==> config.mk <==
export PLATFORM = sky130hd
export DESIGN_NAME = knop_input_port
export DESIGN_NICKNAME = d
export VERILOG_FILES = /design/src/rtl/knop_pkg.sv /design/src/rtl/knop_debounce_bit.sv /design/src/rtl/knop_input_port.sv
export SDC_FILE = /design/constraint.sdc
export NUM_CORES = 1
export LEC_CHECK = 0
export CAP_MARGIN = 20
export CORE_ASPECT_RATIO = 1.1
export CORE_UTILIZATION = 60
export DETAILED_ROUTE_END_ITERATION = 12
export DONT_BUFFER_PORTS = 1
export GPL_TIMING_DRIVEN = 0
export PLACE_DENSITY = 0.76
export SLEW_MARGIN = 10
export SYNTH_ARGS = -nofsm -noshare
export SYNTH_HDL_FRONTEND = slang
export SYNTH_SLANG_ARGS = --single-unit
==> constraint.sdc <==
create_clock -name clk_in -period 4.3 [get_ports clk_in]
set_clock_uncertainty 0.1 [all_clocks]
set_input_delay 1.075 -clock clk_in [delete_from_list [all_inputs] [get_ports clk_in]]
set_output_delay 1.075 -clock clk_in [all_outputs]
set_load 0.01 [all_outputs]
==> src/rtl/knop_pkg.sv <==
// knop_pkg: register addresses and ID constant shared by the knop input port.
package knop_pkg;
  localparam logic [1:0] KNOP_ADDR_LEVEL = 2'd0;
  localparam logic [1:0] KNOP_ADDR_RISE = 2'd1;
  localparam logic [1:0] KNOP_ADDR_FALL = 2'd2;
  localparam logic [1:0] KNOP_ADDR_ID = 2'd3;
  localparam logic [31:0] KNOP_ID = 32'h4B4E_4F50;
endpackage

==> src/rtl/knop_debounce_bit.sv <==
// knop_debounce_bit: two-flop synchroniser plus counter debounce for one button bit.
module knop_debounce_bit #(
  parameter int MAX_COUNT = 100000
) (
  input  logic clk_in,
  input  logic reset,
  input  logic din_i,
  output logic stable_o
);
  localparam int CW = $clog2(MAX_COUNT);
  logic sync1_q, sync2_q, stable_q, stable_d, hit;
  logic [CW-1:0] cnt_q, cnt_d;
  assign hit = cnt_q == CW'(MAX_COUNT - 1);
  always_comb begin
    cnt_d = (sync2_q == stable_q || hit) ? '0 : cnt_q + 1'b1;
    stable_d = (sync2_q != stable_q && hit) ? sync2_q : stable_q;
  end
  always_ff @(posedge clk_in or posedge reset) begin
    if (reset) begin
      sync1_q <= 1'b0;
      sync2_q <= 1'b0;
      stable_q <= 1'b0;
      cnt_q <= '0;
    end else begin
      sync1_q <= din_i;
      sync2_q <= sync1_q;
      stable_q <= stable_d;
      cnt_q <= cnt_d;
    end
  end
  assign stable_o = stable_q;
endmodule

==> src/rtl/knop_input_port.sv <==
// knop_input_port: debounced push-button peripheral with sticky edge events, irq and read port.
// Define KNOP_FALL_EDGE_EN to add the release-event register at addr 2.
module knop_input_port
  import knop_pkg::*;
#(
  parameter int MAX_COUNT = 100000,
  parameter int KNOP_W = 4
) (
  input  logic              clk_in,
  input  logic              reset,
  input  logic [KNOP_W-1:0] knop,
  input  logic              rd_en,
  input  logic [1:0]        rd_addr,
  output logic [31:0]       rd_data,
  output logic              irq,
  output logic [KNOP_W-1:0] knop_level
);
  logic [KNOP_W-1:0] stable, stable_q, rise_pend_q, rise_pend_d, fall_pend;
  logic [31:0] rd_data_q, rd_data_d;
  for (genvar i = 0; i < KNOP_W; i++) begin : g_db
    knop_debounce_bit #(.MAX_COUNT(MAX_COUNT)) u_db (
      .clk_in  (clk_in),
      .reset   (reset),
      .din_i   (knop[i]),
      .stable_o(stable[i])
    );
  end
  // A clearing read drops only the old bits; a same-cycle edge is ORed back in, so set wins.
  always_comb begin
    rise_pend_d = ((rd_en && rd_addr == KNOP_ADDR_RISE) ? '0 : rise_pend_q) | (stable & ~stable_q);
    rd_data_d = !rd_en ? rd_data_q :
                rd_addr == KNOP_ADDR_LEVEL ? 32'(stable) :
                rd_addr == KNOP_ADDR_RISE ? 32'(rise_pend_q) :
                rd_addr == KNOP_ADDR_FALL ? 32'(fall_pend) : KNOP_ID;
  end
  always_ff @(posedge clk_in or posedge reset) begin
    if (reset) begin
      stable_q <= '0;
      rise_pend_q <= '0;
      rd_data_q <= '0;
    end else begin
      stable_q <= stable;
      rise_pend_q <= rise_pend_d;
      rd_data_q <= rd_data_d;
    end
  end
`ifdef KNOP_FALL_EDGE_EN
  logic [KNOP_W-1:0] fall_pend_q, fall_pend_d;
  always_comb fall_pend_d = ((rd_en && rd_addr == KNOP_ADDR_FALL) ? '0 : fall_pend_q) | (~stable & stable_q);
  always_ff @(posedge clk_in or posedge reset) begin
    if (reset) fall_pend_q <= '0;
    else fall_pend_q <= fall_pend_d;
  end
  assign fall_pend = fall_pend_q;
`else
  assign fall_pend = '0;
`endif
  assign rd_data = rd_data_q;
  assign irq = |rise_pend_q | |fall_pend;
  assign knop_level = stable;
endmodule

==> results.md <==
- Later-pin clock latency in the skew report: 0.36 ns
- Share of layout cells above drive strength 1: 13.2%
- N_diodes: 0
- CTS tree: done
- CP Launch Type: register
- Synth area leader: dfrtp_1
- CP arrival: 1.37 ns
- Pwr per Cell Area: 324 mW/mm²
- First-pass GRT wire length: 13300 µm
- TritonCTS sink count: 93
- Filler instances: 547
- Clock buffer depth: 2
- CTS Buf Count: 9
- Clock transition at path regs: 0.09 ns
- FF-to-FF Start: g_db[0].u_db.cnt_q[5]$_DFF_PP0_
- Core area: 0.00713 mm²
- Final hold vios: 0
- Violated checks: design-rule violations
- Dominant synthesized flop cell: dfrtp_1
- H-tree Lvls: 3
- Max capacitance violation total: 0
- Largest net degree at the start of global routing: 59
- Per-cell routed wire length: 13.9 µm
- GRT Util Overall: 21.9%
- Crit-path max FO: 3
- Via-to-Cell Ratio: 5.58
- Post-layout util: 68.4%
- Post-synthesis area per instance: 10.2 µm²
- Router iterations before antenna repair: 9
- Synth area leaders: dfrtp_1 52%, xnor2_1 8.2%, buf_4 6.2%
- Most frequent cell after synthesis: dfrtp_1
- Initial antenna violation count: 0
- Post-synth EDFFs: 0
- DRC errors left: 9
- Fraction of registers with async set/reset: 100%
- Die H: 92.8 µm
- 1st-iter DRT viols: 243
- Mapped Cells: 442
- Detailed Place HPWL: 5430 µm
- Detail Route Antenna Nets: 0
- CTS hold repair buffers: 0
- Initial Utilization: 63.1%
- Post_cts resized: 0
- Worst path bufs/invs: 0
- Maximum VDD drop: 253 µV
- Min-Delay Path Class: register to register
- Highest clock rate: 0.393 GHz
- Setup bufs post-CTS: 0
- Die X: 84.5 µm
- Final Max Slew Viols: 0
- Crit path kind: register to output pin
- Placed Cells: 540
- Synth warn: 0
- Leak: 2.10 nW
- Delay-heaviest family, CP: simple AND/OR/NAND/NOR gates
- Worst EP required: 3.12 ns
- Crit path time final: 2.54 ns
- Gr ovfl total: 0
- Total power: 1.58 mW
- Most frequent cells after synthesis: 93 x dfrtp_1, 72 x nor2_1, 42 x xnor2_1
- DIE AREA: 0.00784 mm²
- Setup-failing EPs final: 0
- Setup crit start: rise_pend_q[3]$_DFF_PP0_
- Distinct cells, synth: 33
- Synth top area share: 51.8%
- Final Wtd Congestion: 0.800
- Slowest CP cell: or4_1
- Crit end category: output pin
- Via count: 3095
- Worst path max stage delay: 0.61 ns
- FP Rows: 32
- Pre-CTS WS: 2.14 ns
- Sequential-to-total area share from yosys stat: 51.8%
- Netlist Area Pre-Place: 0.00449 mm²
- Area after DPL: 0.00468 mm²
- Final hold slack: 0.255 ns
- Vias in the first global route: 2924
- Routed wire length: 7700 µm
- Area growth syn-to-layout: 8.46%
- Unrepaired setup endpoints after global routing: no
- Crit share post-route: 59.1%
- Final non-filler cell total: 555
- Layout net count: 479
- Port bufs: 0
- Register bit total from synthesis: 93
- Status: complete, but fails checks
- Cell chain of the critical path: or4_1
- Clk root buf: clkbuf_8
- Final Cell Area: 0.00487 mm²
- Setup TNS: 0 ns
- Io pins: 46
- Slack of the critical path: 1.76 ns
- HP Start: g_db[1].u_db.sync1_q$_DFF_PP0_
==> flip-flops by register name, indices dropped and copies added (netlist names) <==
register,flops
g_db.u_db.stable_o,4
g_db.u_db.sync1_q,4
g_db.u_db.sync2_q,4
g_db.u_db.cnt_q,68
stable_q,4
rise_pend_q,4
rd_data,5
==> cells by family (layout without fill, tap and decap cells) <==
kind of cell / count (synthesis) / count (layout) / synth area share, %
AND/OR/NAND/NOR: 197 / 197 / 22.0
flip-flops: 93 / 93 / 51.8
XOR/XNOR: 63 / 63 / 12.3
buffers and inverters: 61 / 77 / 8.38
AO/OA/AOI/OAI: 15 / 15 / 2.48
multiplexers: 8 / 8 / 1.89
adder cells (fa/ha/maj): 4 / 4 / 1.11
other: 1 / 13 / 0.0834
==> cells in the final DEF, fill, tap and decap left out, types with 2 or more instances in the layout <==
| cell | count |
|---|---|
| a41o_1 | 3 |
| xnor2_1 | 42 |
| and4_1 | 6 |
| clkinv_2 | 2 |
| nor2_1 | 72 |
| o22ai_1 | 4 |
| nor4_1 | 20 |
| clkbuf_1 | 3 |
| nand4bb_1 | 3 |
| and3_1 | 2 |
| nand2_1 | 23 |
| nand4_1 | 25 |
| or2_1 | 2 |
| mux2_2 | 4 |
| nor3_1 | 17 |
| xor2_1 | 21 |
| inv_1 | 18 |
| ha_1 | 4 |
| clkbuf_8 | 11 |
| nand3_1 | 21 |
| o21ai_0 | 6 |
| conb_1 | 13 |
| mux2i_1 | 4 |
| dfrtp_1 | 93 |
| buf_4 | 37 |
==> cell type report <==
cell class	count	area, µm²	area share, %
plain buffers	42	305	6.26
repair buffers	1	27.5	0.565
flip-flops and latches	93	2330	47.7
clock buffers	11	151	3.11
inverters	19	73.8	1.51
clock inverters	4	47.5	0.975
multi-input cells	300	1840	37.7
well taps	85	106	2.18
==> power breakdown <==
group	internal, mW	switching [mW]
combinational	0.0409	0.0570
sequential	0.887	0.0143
clock	0.295	0.286
==> metal layers <==
layer / global-route usage, % / share of wire (%) / vias up
li1: - / - / 1515
met1: 28.9 / 46 / 1497
met2: 35.4 / 48 / 73
met3: 4.72 / 4.2 / 10
met4: 9.04 / 1.6 / 0
met5: 0 / 0 / -
==> worst paths after layout <==
path,end,slack [ns],cells past startpoint
worst max-delay path,irq,1.76,1
min in group asynchronous,g_db[1].u_db.sync1_q$_DFF_PP0_,0.51,1
worst min register to register,g_db[1].u_db.sync2_q$_DFF_PP0_,0.25,0
max in group asynchronous,g_db[3].u_db.cnt_q[11]$_DFF_PP0_,2.97,2
worst max register to register,g_db[0].u_db.cnt_q[14]$_DFF_PP0_,2.33,6
worst min-delay path,g_db[1].u_db.sync2_q$_DFF_PP0_,0.25,0
Note: power is estimated with default switching activity, not from simulation.
